===== config.mk =====
export PLATFORM = sky130hd
export DESIGN_NAME = pipe_ripple_adder
export DESIGN_NICKNAME = d
export VERILOG_FILES = /design/src/rtl/pipe_ripple_adder.sv
export SDC_FILE = /design/constraint.sdc
export NUM_CORES = 1
export LEC_CHECK = 0
export BUFFER_PORTS_ARGS = -buffer_cell sky130_fd_sc_hd__buf_2
export CAP_MARGIN = 20
export CORE_ASPECT_RATIO = 1.1
export CORE_MARGIN = 8
export CORE_UTILIZATION = 54
export CTS_CLUSTER_DIAMETER = 60
export DETAILED_ROUTE_END_ITERATION = 12
export PLACE_DENSITY = 0.83
export SLEW_MARGIN = 0
export SYNTH_ARGS = -nofsm -noshare
export SYNTH_HDL_FRONTEND = slang
export SYNTH_SLANG_ARGS = --single-unit

===== constraint.sdc =====
create_clock -name clk -period 3.4 [get_ports clk]
set_input_delay 0.34 -clock clk [delete_from_list [all_inputs] [get_ports clk]]
set_output_delay 0.34 -clock clk [all_outputs]
set_load 0.005 [all_outputs]

===== src/rtl/pipe_ripple_adder.sv =====
// -----------------------------------------------------------------------------
// pipe_ripple_adder
//
// Pipelined ripple-carry adder. The N-bit add is cut into STAGES chunks of
// CHUNK = N/STAGES bits. Each chunk ripples through per-bit full adders in one
// cycle, and its carry out is registered into the next stage. Higher operand
// chunks travel down the pipe until their stage is reached. Lower sum chunks
// travel down with them, so the whole sum leaves in one cycle.
//
// Optional build macro: PIPE_ADDER_OVF_EN adds the 'ovf' output, which flags
// signed two's-complement overflow.
//
// Parameters:
//   N          operand/sum width
//   STAGES     pipeline depth; must divide N, 1 <= STAGES <= N
//
// Ports:
//   clk        rising-edge clock
//   rst_n      asynchronous active-low reset
//   in_valid   a/b/cin present this cycle
//   in_ready   block accepts an input this cycle
//   a, b       operands (N bits)
//   cin        carry in
//   out_valid  sum/cout valid
//   out_ready  downstream accepts the output
//   sum        registered sum (N bits)
//   cout       registered carry out
//   ovf        registered signed overflow (only with PIPE_ADDER_OVF_EN)
//
// Handshake: a beat moves on a clock edge when valid and ready are both high.
// The producer holds its data while valid && !ready. in_ready is combinational
// from the output side (adv = ~out_valid | out_ready), so the whole pipe
// advances or holds as one unit. Bubbles are carried along and are not
// collapsed.
// -----------------------------------------------------------------------------
module pipe_ripple_adder #(
    parameter int N      = 8,
    parameter int STAGES = 2
) (
    input  logic         clk,
    input  logic         rst_n,
    input  logic         in_valid,
    output logic         in_ready,
    input  logic [N-1:0] a,
    input  logic [N-1:0] b,
    input  logic         cin,
    output logic         out_valid,
    input  logic         out_ready,
    output logic [N-1:0] sum,
    output logic         cout
`ifdef PIPE_ADDER_OVF_EN
    ,
    output logic         ovf
`endif
);
    localparam int CHUNK = N / STAGES;

    if (STAGES < 1 || STAGES > N || (N % STAGES) != 0) begin : g_bad_params
        $error("pipe_ripple_adder: STAGES must divide N and satisfy 1 <= STAGES <= N");
    end

    logic             adv;

    // Pipeline registers: one entry per stage.
    logic             v_q   [STAGES];
    logic             c_q   [STAGES];
    logic [N-1:0]     a_q   [STAGES];
    logic [N-1:0]     b_q   [STAGES];
    logic [N-1:0]     s_q   [STAGES];

    // Combinational stage inputs and results.
    logic [N-1:0]     op_a  [STAGES];
    logic [N-1:0]     op_b  [STAGES];
    logic [N-1:0]     s_in  [STAGES];
    logic             ci    [STAGES];
    logic [CHUNK-1:0] rs    [STAGES];
    logic             c_d   [STAGES];
    logic [N-1:0]     s_d   [STAGES];

    assign adv      = ~v_q[STAGES-1] | out_ready;
    assign in_ready = adv;

    for (genvar k = 0; k < STAGES; k++) begin : g_stage
        if (k == 0) begin : g_first
            assign op_a[k] = a;
            assign op_b[k] = b;
            assign ci[k]   = cin;
            assign s_in[k] = '0;
        end else begin : g_next
            assign op_a[k] = a_q[k-1];
            assign op_b[k] = b_q[k-1];
            assign ci[k]   = c_q[k-1];
            assign s_in[k] = s_q[k-1];
        end

        // Per-bit full-adder ripple across this stage's chunk.
        for (genvar i = 0; i < CHUNK; i++) begin : g_bit
            logic x;
            logic y;
            logic c;
            logic co;
            assign x = op_a[k][k*CHUNK + i];
            assign y = op_b[k][k*CHUNK + i];
            if (i == 0) begin : g_lsb
                assign c = ci[k];
            end else begin : g_chain
                assign c = g_bit[i-1].co;
            end
            assign rs[k][i] = x ^ y ^ c;
            assign co       = (x & y) | (c & (x ^ y));
        end

        assign c_d[k] = g_bit[CHUNK-1].co;
        // Only chunks below k are filled in s_in, so OR-ing in chunk k is
        // the same as inserting it.
        assign s_d[k] = s_in[k] | (N'(rs[k]) << (k*CHUNK));
    end

    always_ff @(posedge clk or negedge rst_n) begin
        if (!rst_n) begin
            for (int k = 0; k < STAGES; k++) begin
                v_q[k] <= 1'b0;
                c_q[k] <= 1'b0;
                a_q[k] <= '0;
                b_q[k] <= '0;
                s_q[k] <= '0;
            end
        end else if (adv) begin
            v_q[0] <= in_valid;
            for (int k = 1; k < STAGES; k++) begin
                v_q[k] <= v_q[k-1];
            end
            for (int k = 0; k < STAGES; k++) begin
                a_q[k] <= op_a[k];
                b_q[k] <= op_b[k];
                c_q[k] <= c_d[k];
                s_q[k] <= s_d[k];
            end
        end
    end

    assign out_valid = v_q[STAGES-1];
    assign sum       = s_q[STAGES-1];
    assign cout      = c_q[STAGES-1];

`ifdef PIPE_ADDER_OVF_EN
    // Signed overflow: carry into the MSB differs from carry out of the MSB.
    logic ovf_q;
    logic ovf_d;

    assign ovf_d = g_stage[STAGES-1].g_bit[CHUNK-1].c ^ c_d[STAGES-1];

    always_ff @(posedge clk or negedge rst_n) begin
        if (!rst_n) begin
            ovf_q <= 1'b0;
        end else if (adv) begin
            ovf_q <= ovf_d;
        end
    end

    assign ovf = ovf_q;
`endif

endmodule


==> results_dict.tcl <==
set metrics [dict create \
    dieArea_um2 3930 \
    htree_num_levels 1 \
    layout-drive-gt1-share 0.469 \
    cts_repair_resize_count 0 \
    max_stage_delay_ps 410 \
    postSynth.asyncResetShare 1.00 \
    reg2reg_depth 8 \
    synth_area_per_cell_um2 14.9 \
    grt_antenna_before_repair 0 \
    die_y_um 65.0 \
    crit_top_cell "fa_1" \
    grt_pass1_vias 841 \
    crit_start "a_q[12]$_DFFE_PN0P_" \
    arrival_ps 2410 \
    dp_hpwl_um 1600 \
    cts_root_buf "clkbuf_4" \
    setup_violations 0 \
    cp_num_buf_inv 3 \
    ff2ff_setup_slack_ps 1240 \
    final_nets 143 \
    wl_um 2200 \
    core_um2 2040 \
    slowest_stage "dfrtp_1" \
    yosysTopAreaCellShare 0.510 \
    cp.required_ps 3650 \
    timing.rr.end "sum[7]$_DFFE_PN0P_" \
    yosysWarnings 0 \
    hold_path.class "in -> reg" \
    synth_seq_cells 24 \
    start_kind "flip-flop" \
    drv_cap 0 \
    grt_max_degree 25 \
    synth.distinct_cells 11 \
    nFillCells 162 \
    vias 694 \
    viasPerCell 4.92 \
    synth_ff_type "dfrtp_1" \
    peakVddDrop_v 0.000348 \
    path_class "reg -> reg" \
    dr.pass1.iters 2 \
    dp.cells 136 \
    p_per_area_nw_per_um2 586 \
    overflow 0 \
    ys_top_cells_by_count "24 x dfrtp_1, 14 x inv_1, 12 x mux2_4" \
    cts_num_sinks 24 \
    cp_num_cells 8 \
    layout_min_cycle_time_ps 2160 \
    crit_path_end "sum[7]$_DFFE_PN0P_" \
    portBuffers 31 \
    synth-edff-count 0 \
    grt_first_pass_wirelength_um 3730 \
    drtAntennaViolNets 0 \
    crit_family "adder cells" \
    start_util 0.577 \
    rsz0062_at_grt "false" \
    slew-limit-headroom 0.461 \
    drc 0 \
    dr.first_iter.drc_count 11 \
    synth_nets 108 \
    path_max_fanout 2 \
    finalSetupTns_ps 0 \
    worst-slew-pin-transition_ps 808 \
    antenna_cells 0 \
    grtUsageTotal 0.125 \
    numCtsBuffers 3 \
    clk_latency_ps 310 \
    rows 17 \
    finalCritPeriodShare 0.636 \
    skew_ps 9.05 \
    syn_area_um2 1180 \
    die_w_um 60.5 \
    cts_tree "done" \
    outcome "completed" \
    instances_no_fill 141 \
    synth.most_common_cell "dfrtp_1" \
    max_freq_mhz 463 \
    synthCells 79 \
    clk_path_buf_depth 2 \
    r2r_start "a_q[12]$_DFFE_PN0P_" \
    routedWlPerCell_um 15.6 \
    crit_path_cell_trace "inv_1, fa_1, inv_1, fa_1, fa_1, inv_1, fa_1, a21oi_1" \
    critPathCaptureType "flip-flop" \
    clk_pin_slew_ps 140 \
    hold_viol 0 \
    io_pins 32 \
    synth_area_leaders "dfrtp_1 51%, mux2_4 15%, fa_1 14%" \
    globalplace.congestion 0.716 \
    ys_seq_area_frac 0.510 \
    slew_viol_final 0 \
    synth.largest_area_cell "dfrtp_1" \
    area_growth_pct 18.5 \
    p_leak_nw 0.716 \
]
[per-stage QoR]
step	util	area, um2	hold slack, ps	power (mW)	worst slack (ps)
finish	0.683	1400	249	0.817	1240
global route	0.683	1400	240	0.868	1140
CTS	0.683	1400	243	0.827	1220
detailed placement	0.653	1330	348	0.619	1170
global placement	0.653	1330	333	0.604	1260
floorplan	-	1180	44.4	0.532	1400
[cells by family after synthesis]
group                      share of synthesized area
and+or+nand+nor                               0.0425
adders and majority gates                      0.136
muxes                                          0.209
buffers and inverters                         0.0808
AOI/OAI and AO/OA                             0.0213
DFF                                            0.510
[report_power, final]
group          internal [mW]  switching [mW]  total (mW)
logic                  0.129          0.0900       0.219
registers              0.352          0.0402       0.393
clock network          0.119          0.0862       0.205
total                  0.601           0.216       0.817
[worst min-delay path by stage]
stage	cells after the start	end	slack [ps]	from
2_1_floorplan	0	a_q[12]$_DFFE_PN0P_	40	rst_n
3_3_place_gp	1	b_q[13]$_DFFE_PN0P_	330	rst_n
3_5_place_dp	1	a_q[13]$_DFFE_PN0P_	350	rst_n
4_1_cts	2	a_q[13]$_DFFE_PN0P_	240	a[5]
5_1_grt	2	b_q[13]$_DFFE_PN0P_	240	b[5]
6_report	2	v_q[1]$_DFFE_PN0P_	250	in_valid
[cell type report]
| cell class | instances | area, um2 | share of cell area |
|---|---|---|---|
| clock buffers | 3 | 22.5 | 0.0161 |
| clock inverters | 1 | 30.0 | 0.0215 |
| inverters | 14 | 52.6 | 0.0377 |
| multi-input cells | 38 | 482 | 0.345 |
| flip-flops and latches | 24 | 601 | 0.430 |
| well taps | 28 | 35.0 | 0.0251 |
| repair buffers | 33 | 173 | 0.124 |
[repair_timing]
action	in CTS	in global routing
buffers inserted	0	0
hold endpoints to repair	24	0
hold buffers	1	0
[metal layers]
metal	GRT usage	part of all wire	up-vias
met4	0.0700	0.019	0
met5	0	0	-
li1	-	-	321
met2	0.206	0.50	21
met3	0.0276	0.065	2
met1	0.146	0.42	350
[flip-flops by register name (all words and copies together), names as in the netlist]
signal,flops
a_q,4
b_q,4
cout,1
g_stage.g_bit.c,1
out_valid,1
s_in,4
sum,8
v_q,1
[cells in the final DEF, fill, tap and decap left out, drive strengths merged]
master / instances
mux2i: 1
inv: 14
nor3b: 5
buf: 32
fa: 8
mux2: 17
dfrtp: 24
clkbuf: 3
a21oi: 5
nand2b: 2
bufinv: 1
dlygate4sd3: 1
Power figures use the tool's default switching activity.
